**src/rtl/fb_loader_pkg.sv**
```systemverilog
// fb_loader_pkg: default widths, FSM state encodings and a sizing helper
// shared by fb_loader and its read-issue sub-block.
// No ports; imported with `import fb_loader_pkg::*`.
package fb_loader_pkg;

  localparam int DEF_W_CHANNEL = 8;
  localparam int DEF_W_ADDR    = 24;
  localparam int DEF_W_DATA    = 32;
  localparam int DEF_W_FB_ADDR = 10;
  localparam int DEF_K_WORDS   = 9;
  localparam int DEF_MAX_OUTST = 4;

  typedef enum logic [1:0] {
    FB_IDLE  = 2'd0,
    FB_FETCH = 2'd1,
    FB_DONE  = 2'd2
  } fb_state_t;

  // Counter width able to hold 0..max_outst inclusive.
  function automatic int outst_width(input int max_outst);
    return $clog2(max_outst) + 1;
  endfunction

endpackage

```
**src/rtl/fb_rd_issue.sv**
```systemverilog
// fb_rd_issue: read-address generator and outstanding-request credit counter.
// Ports: cap/cap_base start a new tile; active_nx/total_nx give the next-cycle
// fetch window; rd_req_* is the address channel; beat flags an accepted data word.
module fb_rd_issue
  import fb_loader_pkg::*;
#(
  parameter int W_ADDR    = DEF_W_ADDR,
  parameter int W_CNT     = DEF_W_CHANNEL + 4,
  parameter int MAX_OUTST = DEF_MAX_OUTST
) (
  input  logic              clk,
  input  logic              rstn,
  input  logic              cap,
  input  logic [W_ADDR-1:0] cap_base,
  input  logic              active_nx,
  input  logic [W_CNT-1:0]  total_nx,
  input  logic              rd_req_ready,
  input  logic              rd_data_valid,
  output logic              rd_req_valid,
  output logic [W_ADDR-1:0] rd_addr,
  output logic              beat
);

  localparam int W_OUT = outst_width(MAX_OUTST);

  logic [W_ADDR-1:0] base, base_nx;
  logic [W_CNT-1:0]  issued, issued_nx;
  logic [W_OUT-1:0]  outst, outst_nx;
  logic              fire;

  assign fire = rd_req_valid & rd_req_ready;
  // Data with nothing in flight cannot belong to us; drop it.
  assign beat = rd_data_valid & (outst != '0);

  always_comb begin
    base_nx   = cap ? cap_base : base;
    issued_nx = cap ? '0 : issued + W_CNT'(fire);
    outst_nx  = outst + W_OUT'(fire) - W_OUT'(beat);
  end

  // valid/addr are registered from next-state values so they hold steady
  // while stalled: issued cannot move and outst can only fall without a fire.
  always_ff @(posedge clk or negedge rstn) begin
    if (!rstn) begin
      base         <= '0;
      issued       <= '0;
      outst        <= '0;
      rd_req_valid <= 1'b0;
      rd_addr      <= '0;
    end else begin
      base         <= base_nx;
      issued       <= issued_nx;
      outst        <= outst_nx;
      rd_req_valid <= active_nx && (issued_nx < total_nx) &&
                      (outst_nx < W_OUT'(MAX_OUTST));
      rd_addr      <= base_nx + W_ADDR'(issued_nx);
    end
  end

endmodule

```
**src/rtl/fb_loader.sv**
```systemverilog
// fb_loader: on a load pulse, fetches one output-channel weight tile over a split
// read interface and writes it sequentially into the filter buffer; pulses done.
// Ports: q_* config, i_load_req/i_chn_out request, rd_* memory, fb_* SRAM write,
// o_busy/o_load_done/o_req_drop status. FB_LOAD_CHECKSUM_EN adds o_checksum.
module fb_loader
  import fb_loader_pkg::*;
#(
  parameter int W_CHANNEL = DEF_W_CHANNEL,
  parameter int W_ADDR    = DEF_W_ADDR,
  parameter int W_DATA    = DEF_W_DATA,
  parameter int W_FB_ADDR = DEF_W_FB_ADDR,
  parameter int K_WORDS   = DEF_K_WORDS,
  parameter int MAX_OUTST = DEF_MAX_OUTST
) (
  input  logic                 clk,
  input  logic                 rstn,
  input  logic [W_CHANNEL-1:0] q_channel,
  input  logic [W_ADDR-1:0]    q_filter_base,
  input  logic                 i_load_req,
  input  logic [W_CHANNEL-1:0] i_chn_out,
  output logic                 o_rd_req_valid,
  input  logic                 i_rd_req_ready,
  output logic [W_ADDR-1:0]    o_rd_addr,
  input  logic                 i_rd_data_valid,
  input  logic [W_DATA-1:0]    i_rd_data,
  output logic                 o_fb_we,
  output logic [W_FB_ADDR-1:0] o_fb_addr,
  output logic [W_DATA-1:0]    o_fb_wdata,
  output logic                 o_busy,
  output logic                 o_load_done,
  output logic                 o_req_drop
`ifdef FB_LOAD_CHECKSUM_EN
  ,
  output logic [W_DATA-1:0]    o_checksum
`endif
);

  localparam int W_T = W_CHANNEL + 4;

  fb_state_t         state;
  logic [W_T-1:0]    total, received;
  logic [W_T-1:0]    cap_total, total_nx;
  logic [W_ADDR-1:0] cap_base;
  logic              cap, active_nx, beat;

  assign cap       = (state == FB_IDLE) && i_load_req;
  assign cap_total = W_T'(q_channel) * W_T'(K_WORDS);
  assign cap_base  = q_filter_base + W_ADDR'(i_chn_out) * W_ADDR'(cap_total);
  assign total_nx  = cap ? cap_total : total;
  // Fetching continues next cycle unless the final write is going out now.
  assign active_nx = cap || ((state == FB_FETCH) && (received != total));

  fb_rd_issue #(
    .W_ADDR   (W_ADDR),
    .W_CNT    (W_T),
    .MAX_OUTST(MAX_OUTST)
  ) u_rd_issue (
    .clk          (clk),
    .rstn         (rstn),
    .cap          (cap),
    .cap_base     (cap_base),
    .active_nx    (active_nx),
    .total_nx     (total_nx),
    .rd_req_ready (i_rd_req_ready),
    .rd_data_valid(i_rd_data_valid),
    .rd_req_valid (o_rd_req_valid),
    .rd_addr      (o_rd_addr),
    .beat         (beat)
  );

  always_ff @(posedge clk or negedge rstn) begin
    if (!rstn) begin
      state       <= FB_IDLE;
      total       <= '0;
      received    <= '0;
      o_fb_we     <= 1'b0;
      o_fb_addr   <= '0;
      o_fb_wdata  <= '0;
      o_busy      <= 1'b0;
      o_load_done <= 1'b0;
      o_req_drop  <= 1'b0;
`ifdef FB_LOAD_CHECKSUM_EN
      o_checksum  <= '0;
`endif
    end else begin
      o_fb_we     <= 1'b0;
      o_load_done <= 1'b0;
      // Requests in FETCH or in the done cycle are lost; remember that.
      if (i_load_req && (state != FB_IDLE)) o_req_drop <= 1'b1;
      case (state)
        FB_IDLE: begin
          if (i_load_req) begin
            state    <= FB_FETCH;
            total    <= cap_total;
            received <= '0;
            o_busy   <= 1'b1;
`ifdef FB_LOAD_CHECKSUM_EN
            o_checksum <= '0;
`endif
          end
        end
        FB_FETCH: begin
          if (beat) begin
            o_fb_we    <= 1'b1;
            o_fb_addr  <= W_FB_ADDR'(received);
            o_fb_wdata <= i_rd_data;
            received   <= received + 1'b1;
`ifdef FB_LOAD_CHECKSUM_EN
            o_checksum <= o_checksum + i_rd_data;
`endif
          end
          if (received == total) begin
            state       <= FB_DONE;
            o_load_done <= 1'b1;
          end
        end
        FB_DONE: begin
          state  <= FB_IDLE;
          o_busy <= 1'b0;
        end
        default: state <= FB_IDLE;
      endcase
    end
  end

endmodule

```
**config.mk**
```make
export PLATFORM = sky130hd
export DESIGN_NAME = fb_loader
export DESIGN_NICKNAME = d
export VERILOG_FILES = /design/src/rtl/fb_loader_pkg.sv /design/src/rtl/fb_rd_issue.sv /design/src/rtl/fb_loader.sv
export SDC_FILE = /design/constraint.sdc
export NUM_CORES = 1
export LEC_CHECK = 0
export ABC_AREA = 1
export CELL_PAD_IN_SITES_DETAIL_PLACEMENT = 1
export CELL_PAD_IN_SITES_GLOBAL_PLACEMENT = 2
export CORE_MARGIN = 3
export CORE_UTILIZATION = 38
export DETAILED_ROUTE_END_ITERATION = 16
export DONT_BUFFER_PORTS = 1
export PLACE_DENSITY_LB_ADDON = 0.05
export SLEW_MARGIN = 10
export SYNTH_ARGS = -nofsm -noshare
export SYNTH_HDL_FRONTEND = slang
export SYNTH_HIERARCHICAL = 1
export SYNTH_SLANG_ARGS = --single-unit
```
**constraint.sdc**
```tcl
create_clock -name clk -period 3.7 [get_ports clk]
set_input_delay 0.74 -clock clk [delete_from_list [all_inputs] [get_ports clk]]
set_output_delay 0.74 -clock clk [all_outputs]
set_load 0.02 [all_outputs]
```
==> results of run 1 <==
## worst paths after layout
check,startpoint,end,depth (start not counted)
max,q_channel[1],u_rd_issue/rd_addr[18]$_DFF_PN0_,35
min,rstn,o_load_done$_DFF_PN0_,1
max reg2reg,u_rd_issue/rd_req_valid$_DFF_PN0_,u_rd_issue/rd_addr[19]$_DFF_PN0_,23
min reg2reg,u_rd_issue/base[0]$_DFF_PN0_,u_rd_issue/base[0]$_DFF_PN0_,2
max in group asynchronous,rstn,o_fb_wdata[22]$_DFFE_PN0P_,1
min in group clk,i_rd_data[1],o_fb_wdata[1]$_DFFE_PN0P_,2
## power by group through the flow
stage                     sequential [W]  clock (W)  combinational (W)
after floorplan                  0.00151          0            0.00492
after global placement           0.00151          0            0.00750
after detailed placement         0.00151          0            0.00763
after CTS                        0.00149    0.00182            0.00878
after global routing             0.00149    0.00188             0.0107
final                            0.00149    0.00177            0.00960
## per-stage QoR
| stage | setup WS (ns) | total power [W] |
|---|---|---|
| 2_1_floorplan | -2.36 | 0.00644 |
| 3_3_place_gp | -2.89 | 0.00902 |
| 3_5_place_dp | -3.03 | 0.00914 |
| 4_1_cts | -2.27 | 0.0121 |
| 5_1_grt | -2.66 | 0.0141 |
| 6_report | -2.39 | 0.0129 |
## metal layers
layer  wire [um]  up-vias  part of all wire
met2       18200      160              0.52
met1       15300     4964              0.43
met3        1200       29             0.034
met5           0        -                 0
met4         531        0             0.015
li1            -     4894                 -
## repair_timing
action	in CTS	in global routing
resized for setup	117	137
pin swaps	71	87
hold endpoints to repair	136	78
setup endpoints to repair	40	41
buffers inserted	29	34
## placed cells by master (no fill, tap or decap), types with 15 or more instances in the layout
cell type,instances
a21oi_1,27
buf_4,147
buf_6,43
clkbuf_16,17
dfrtp_1,136
fa_1,77
ha_1,47
ha_4,28
inv_1,218
inv_2,53
nand2_1,411
nand2_2,65
nand2_4,31
nand3_1,49
nand3_2,15
nand4_1,17
nor2_1,66
nor2_2,17
nor2_4,18
o21ai_0,23
## registers in the layout, indices dropped and copies added, names as in the netlist
name / cells
u_rd_issue/rd_req_valid: 1
u_rd_issue/rd_addr: 24
o_fb_wdata: 32
o_load_done: 1
o_busy: 1
total: 12
received: 12
u_rd_issue/issued: 12
state: 2
o_fb_addr: 10
o_req_drop: 1
o_fb_we: 1
u_rd_issue/outst: 3
u_rd_issue/base: 24
## critical path: cells and delay by family
family / cells / cell delay, ns
adders and majority gates: 8 / 2.94
and+or+nand+nor: 18 / 1.89
buffers and inverters: 6 / 0.51
AOI/OAI and AO/OA: 3 / 0.29
## logic make-up after synthesis
kind of cell | after synthesis | synth area share
buf+inv | 314 | 0.108
flops | 136 | 0.298
simple gates | 750 | 0.289
compound gates | 99 | 0.0500
fa+ha+maj | 158 | 0.227
xor+xnor | 35 | 0.0275
## area by class of cell
type / instances / area, sq um
Clock buffer: 19 / 443
Tap cell: 384 / 480
Timing Repair Buffer: 195 / 1700
Fill cell: 3509 / 13800
Clock inverter: 13 / 156
Multi-Input combinational cell: 1042 / 8130
Sequential cell: 136 / 3400
Inverter: 281 / 1080
==> summary.txt, run 1 <==
outcome: complete, but fails checks
violated checks: setup timing
fin crit share: 1.64
Final Setup Violations: 40
worst stage delay on the critical path: 0.49 ns
layout cells sized above 1: 0.330
flop-to-flop setup slack: 0.37 ns
Post-Synthesis Cells: 1492
wire per inst: 17.0 um
Routed Antenna Nets: 0
Worst Skew: 0.0353 ns
met2 track demand over resource: 0.395
top cells by area, synth: dfrtp_1 30%, nand2_1 16%, fa_1 14%
Max Slew Vio Count: 0
Design Area, Final: 15400 sq um
fraction of registers with async set/reset: 1.00
busiest grt layer: met2
CORE AREA: 29200 sq um
clock latency on the worst-skew pair: 0.46 ns
Clock transition at path regs: 0.07 ns
Syn. warnings: 6
sw frac: 0.451
total number of vias: 10000
DR DRC count: 0
area grow syn2layout: 35.0%
post-synth top area cell: dfrtp_1
most frequent cell after synthesis: nand2_1
FP Rows: 62
Min-Delay Path Class: primary input to async pin
Max-slew headroom: 0.616
crit path max fanout: 10
Congestion Overflow GR: 0
Hold Vio Cnt, Final: 0
Total GRT Usage: 0.224
Pint: 0.00707 W
Die W: 179 um
DP Area: 13400 sq um
Startpoint Class: primary input
1st-iter DRT viols: 294
DP Wirelength: 27100 um
placed cell count: 1980
n_diodes: 0
num ports: 148
clock sink count: 136
Initial Util: 0.391
die footprint: 32100 sq um
CP Data Required Time: 4.03 ns
CTS root buf: clkbuf_16
Routability Congestion: 0.843
sequential area share after synthesis: 0.298
Max Cap Viol: 0
CP Capture Type: flop
first-pass iteration count of the detailed router: 4
first-pass GRT wire length: 56300 um
worst-margin pin slew: 0.575 ns
fmax: 0.164 GHz
Max clock buf depth: 2
Die Y: 179 um
met3 usage: 0.0339
Leak: 8.23 nW
final core occ: 0.528
Pwr Density: 835 nW/um^2
switching power: 0.00580 W
met1 GRT Util: 0.285
TritonCTS Buffers: 17
Avg Cell Area, Syn: 7.64 sq um
syn_nets: 1727
H-tree depth: 4
WHS: 0.169 ns
#FFs+latches synth: 136
VDD IR-drop max: 759 uV
via density per instance: 4.85
setup TNS: -70.69 ns
Synth top area share: 0.298
Sequential Power Share: 0.116
Slowest cell on crit path: fa_1
crit path kind: primary input to flop
RSZ-0062 raised after global routing: yes
largest net degree at the start of global routing: 137
CTS tree: built
post-layout minimum cycle time: 6.09 ns
clock network power share: 0.138
IO Port Bufs: 0
vias in the first global route: 10900
Logic pwr share: 0.747
Post-synth EDFFs: 0
Crit path arrival time: 6.41 ns
Distinct cells, synth: 52
top post-synthesis cells by count: 490 x nand2_1, 273 x inv_1, 136 x dfrtp_1
final worst slack: -2.39 ns
synthesized cell area: 11400 sq um
initial antenna violation count: 0
Routed WL: 35300 um
post-route insts no fill: 2070
Top FF cell, synth: dfrtp_1
Layout Nets: 1908
Note: power is estimated with default switching activity, not from simulation.
==> inputs of run 2 (changes only) <==
Settings changed: CTS_CLUSTER_DIAMETER set to 80.
==> results of run 2 <==
Same layout as run 1: the final DEF is identical, and so are final timing and power.
==> inputs of run 3 (changes only) <==
Settings changed: CELL_PAD_IN_SITES_DETAIL_PLACEMENT 1 to 0, CELL_PAD_IN_SITES_GLOBAL_PLACEMENT 2 to 1, CORE_UTILIZATION 38 to 48.
==> run 3 against run 2 <==
Effect of this change:
- the run still ends with setup timing left
- setup slack better by 0.055 ns
- fmax increased by 0.91%
- routed wire length down 15%
- critical path depth grew 3
- clock power is 6% lower
- sequential power about the same
- die area fell by 20%
- via count decreased by 2.9%
- worst hold slack worse by 0.14 ns
- power is 6.7% lower
==> summary.txt, run 3 (synthesis results as in run 1) <==
outcome: complete, but fails checks
violated checks: setup timing
Die Y: 160 um (-11%)
Leak: 8.07 nW (-2.0%)
post-layout minimum cycle time: 6.03 ns (-0.0552 ns)
Clock transition at path regs: 0.07 ns (about the same)
DP Wirelength: 22800 um (-16%)
WP buf/inv: 10 (+4)
Max clock buf depth: 2 (unchanged)
first-pass iteration count of the detailed router: 5 (+1)
via density per instance: 4.94 (+1.8%)
vias in the first global route: 10000 (-7.7%)
final worst slack: -2.33 ns (+0.0552 ns)
CTS root buf: clkbuf_16
Startpoint Class: primary input
Design Area, Final: 14900 sq um (-3.2%)
most frequent cells in the layout: 411 x nand2_1, 229 x inv_1, 136 x dfrtp_1, 136 x buf_4, 76 x fa_1
Biggest register: o_fb_wdata
post-route insts no fill: 1974 (-4.6%)
CORE AREA: 23000 sq um (-21%)
CTS tree: built
Final Setup Violations: 40 (unchanged)
Max Cap Viol: 0 (unchanged)
Routed WL: 30000 um (-15%)
num ports: 148 (unchanged)
Layout Nets: 1883 (-1.3%)
1st-iter DRT viols: 442 (+50%)
initial antenna violation count: 0 (unchanged)
clock latency on the worst-skew pair: 0.42 ns (-0.04 ns)
clock sink count: 136 (unchanged)
fmax: 0.166 GHz (+0.91%)
CP delay by family, top: adder cells
n_diodes: 0 (unchanged)
WHS: 0.0278 ns (-0.141 ns)
Congestion Overflow GR: 0 (unchanged)
largest net degree at the start of global routing: 112 (-18%)
setup TNS: -69.07 ns (+1.62 ns)
Routed Antenna Nets: 0 (unchanged)
total number of vias: 9755 (-2.9%)
Hold Vio Cnt, Final: 0 (unchanged)
Routability Congestion: 0.876 (+3.9%)
R2R depth: 20 (-13%)
die footprint: 25600 sq um (-20%)
Total GRT Usage: 0.239 (+0.0153)
VDD IR-drop max: 941 uV (+24%)
most used cell, CP: inv_2
Slowest cell on crit path: fa_1
largest registers: o_fb_wdata: 32 flops, u_rd_issue/base: 24 flops, u_rd_issue/rd_addr: 24 flops
Multi-input gate area: 8040 sq um (-1.1%)
worst stage delay on the critical path: 0.51 ns (+0.02 ns)
placed cell count: 1896 (-4.2%)
layout cells sized above 1: 0.311 (-0.0185)
commonest non-fill, non-tap cell in the layout: nand2_1
Crit path arrival time: 6.35 ns (-0.06 ns)
Min-Delay Path Class: primary input to async pin
TritonCTS Buffers: 17 (unchanged)
max reg flops: 32 (unchanged)
Initial Util: 0.496 (+0.105)
clock network power share: 0.138 (about the same)
area grow syn2layout: 30.6%
Logic pwr share: 0.738 (-0.009)
Pint: 0.00655 W (-7.3%)
switching power: 0.00545 W (-5.9%)
crit path kind: primary input to flop
wire per inst: 15.2 um (-11%)
Sequential Power Share: 0.124 (+0.008)
register area: 3400 sq um (unchanged)
Layout fillers: 2012 (-43%)
CP Capture Type: flop
CP Depth: 38 (+8.6%)
Die W: 160 um (-11%)
worst-margin pin slew: 0.967 ns (+0.392 ns)
Pwr Density: 805 nW/um^2 (-3.6%)
FP Rows: 55 (-11%)
Worst Skew: 0.0122 ns (-0.0230 ns)
first-pass GRT wire length: 49700 um (-12%)
H-tree depth: 4 (unchanged)
Max Slew Vio Count: 0 (unchanged)
crit path max fanout: 10 (unchanged)
sw frac: 0.454 (+0.00367)
DP Area: 13200 sq um (-1.5%)
CP Data Required Time: 4.02 ns (about the same)
IO Port Bufs: 0 (unchanged)
fin crit share: 1.63 (-0.0149)
Max-slew headroom: 0.353 (-0.263)
RSZ-0062 raised after global routing: yes
DR DRC count: 0 (unchanged)
-- run 3: through the flow --
stage | power (W) | util | setup slack [ns]
after global placement | 0.00860 | 0.574 | -2.89
final | 0.0120 | 0.648 | -2.33
after floorplan | 0.00644 | - | -2.36
after detailed placement | 0.00863 | 0.574 | -2.99
after global routing | 0.0130 | 0.648 | -2.64
after CTS | 0.0114 | 0.626 | -2.20
-- run 3: power groups by stage --
stage                     registers [W]  logic, W  clock network, W
after global routing            0.00149   0.00979           0.00175
after CTS                       0.00149   0.00825           0.00169
after detailed placement        0.00151   0.00711                 0
after global placement          0.00151   0.00708                 0
after floorplan                 0.00151   0.00492                 0
final                           0.00149   0.00886           0.00166
-- run 3: cell type report --
type,count,area share
tap,313,0.0263
clock inverter,14,0.00890
sequential,136,0.228
timing repair buffer,170,0.0957
clock buffer,18,0.0295
inverter,281,0.0716
multi-input combinational,1042,0.540
-- run 3: final timing paths --
path                       slack, ns                               end                              start
hold / removal                  0.03              total[5]$_DFFE_PN0P_                               rstn
setup reg to reg                0.55  u_rd_issue/rd_addr[19]$_DFF_PN0_  u_rd_issue/rd_req_valid$_DFF_PN0_
setup / recovery               -2.33  u_rd_issue/rd_addr[19]$_DFF_PN0_                       q_channel[1]
hold reg to reg                 0.48      u_rd_issue/base[2]$_DFF_PN0_       u_rd_issue/base[2]$_DFF_PN0_
min in group clk                0.43        o_fb_wdata[17]$_DFFE_PN0P_                      i_rd_data[17]
max in group asynchronous       2.18              total[2]$_DFFE_PN0P_                               rstn
-- run 3: metal layers --
metal	routed length [um]	track usage
met3	1310	0.0428
met1	13300	0.312
met4	526	0.0627
met2	14800	0.411
met5	0	0
-- run 3: repair_timing --
action,in CTS,in global routing
hold endpoints to repair,21,9
setup endpoints to repair,40,40
setup buffers,25,17
gates resized for setup,101,105
pin swaps,85,78
hold buffers,2,2
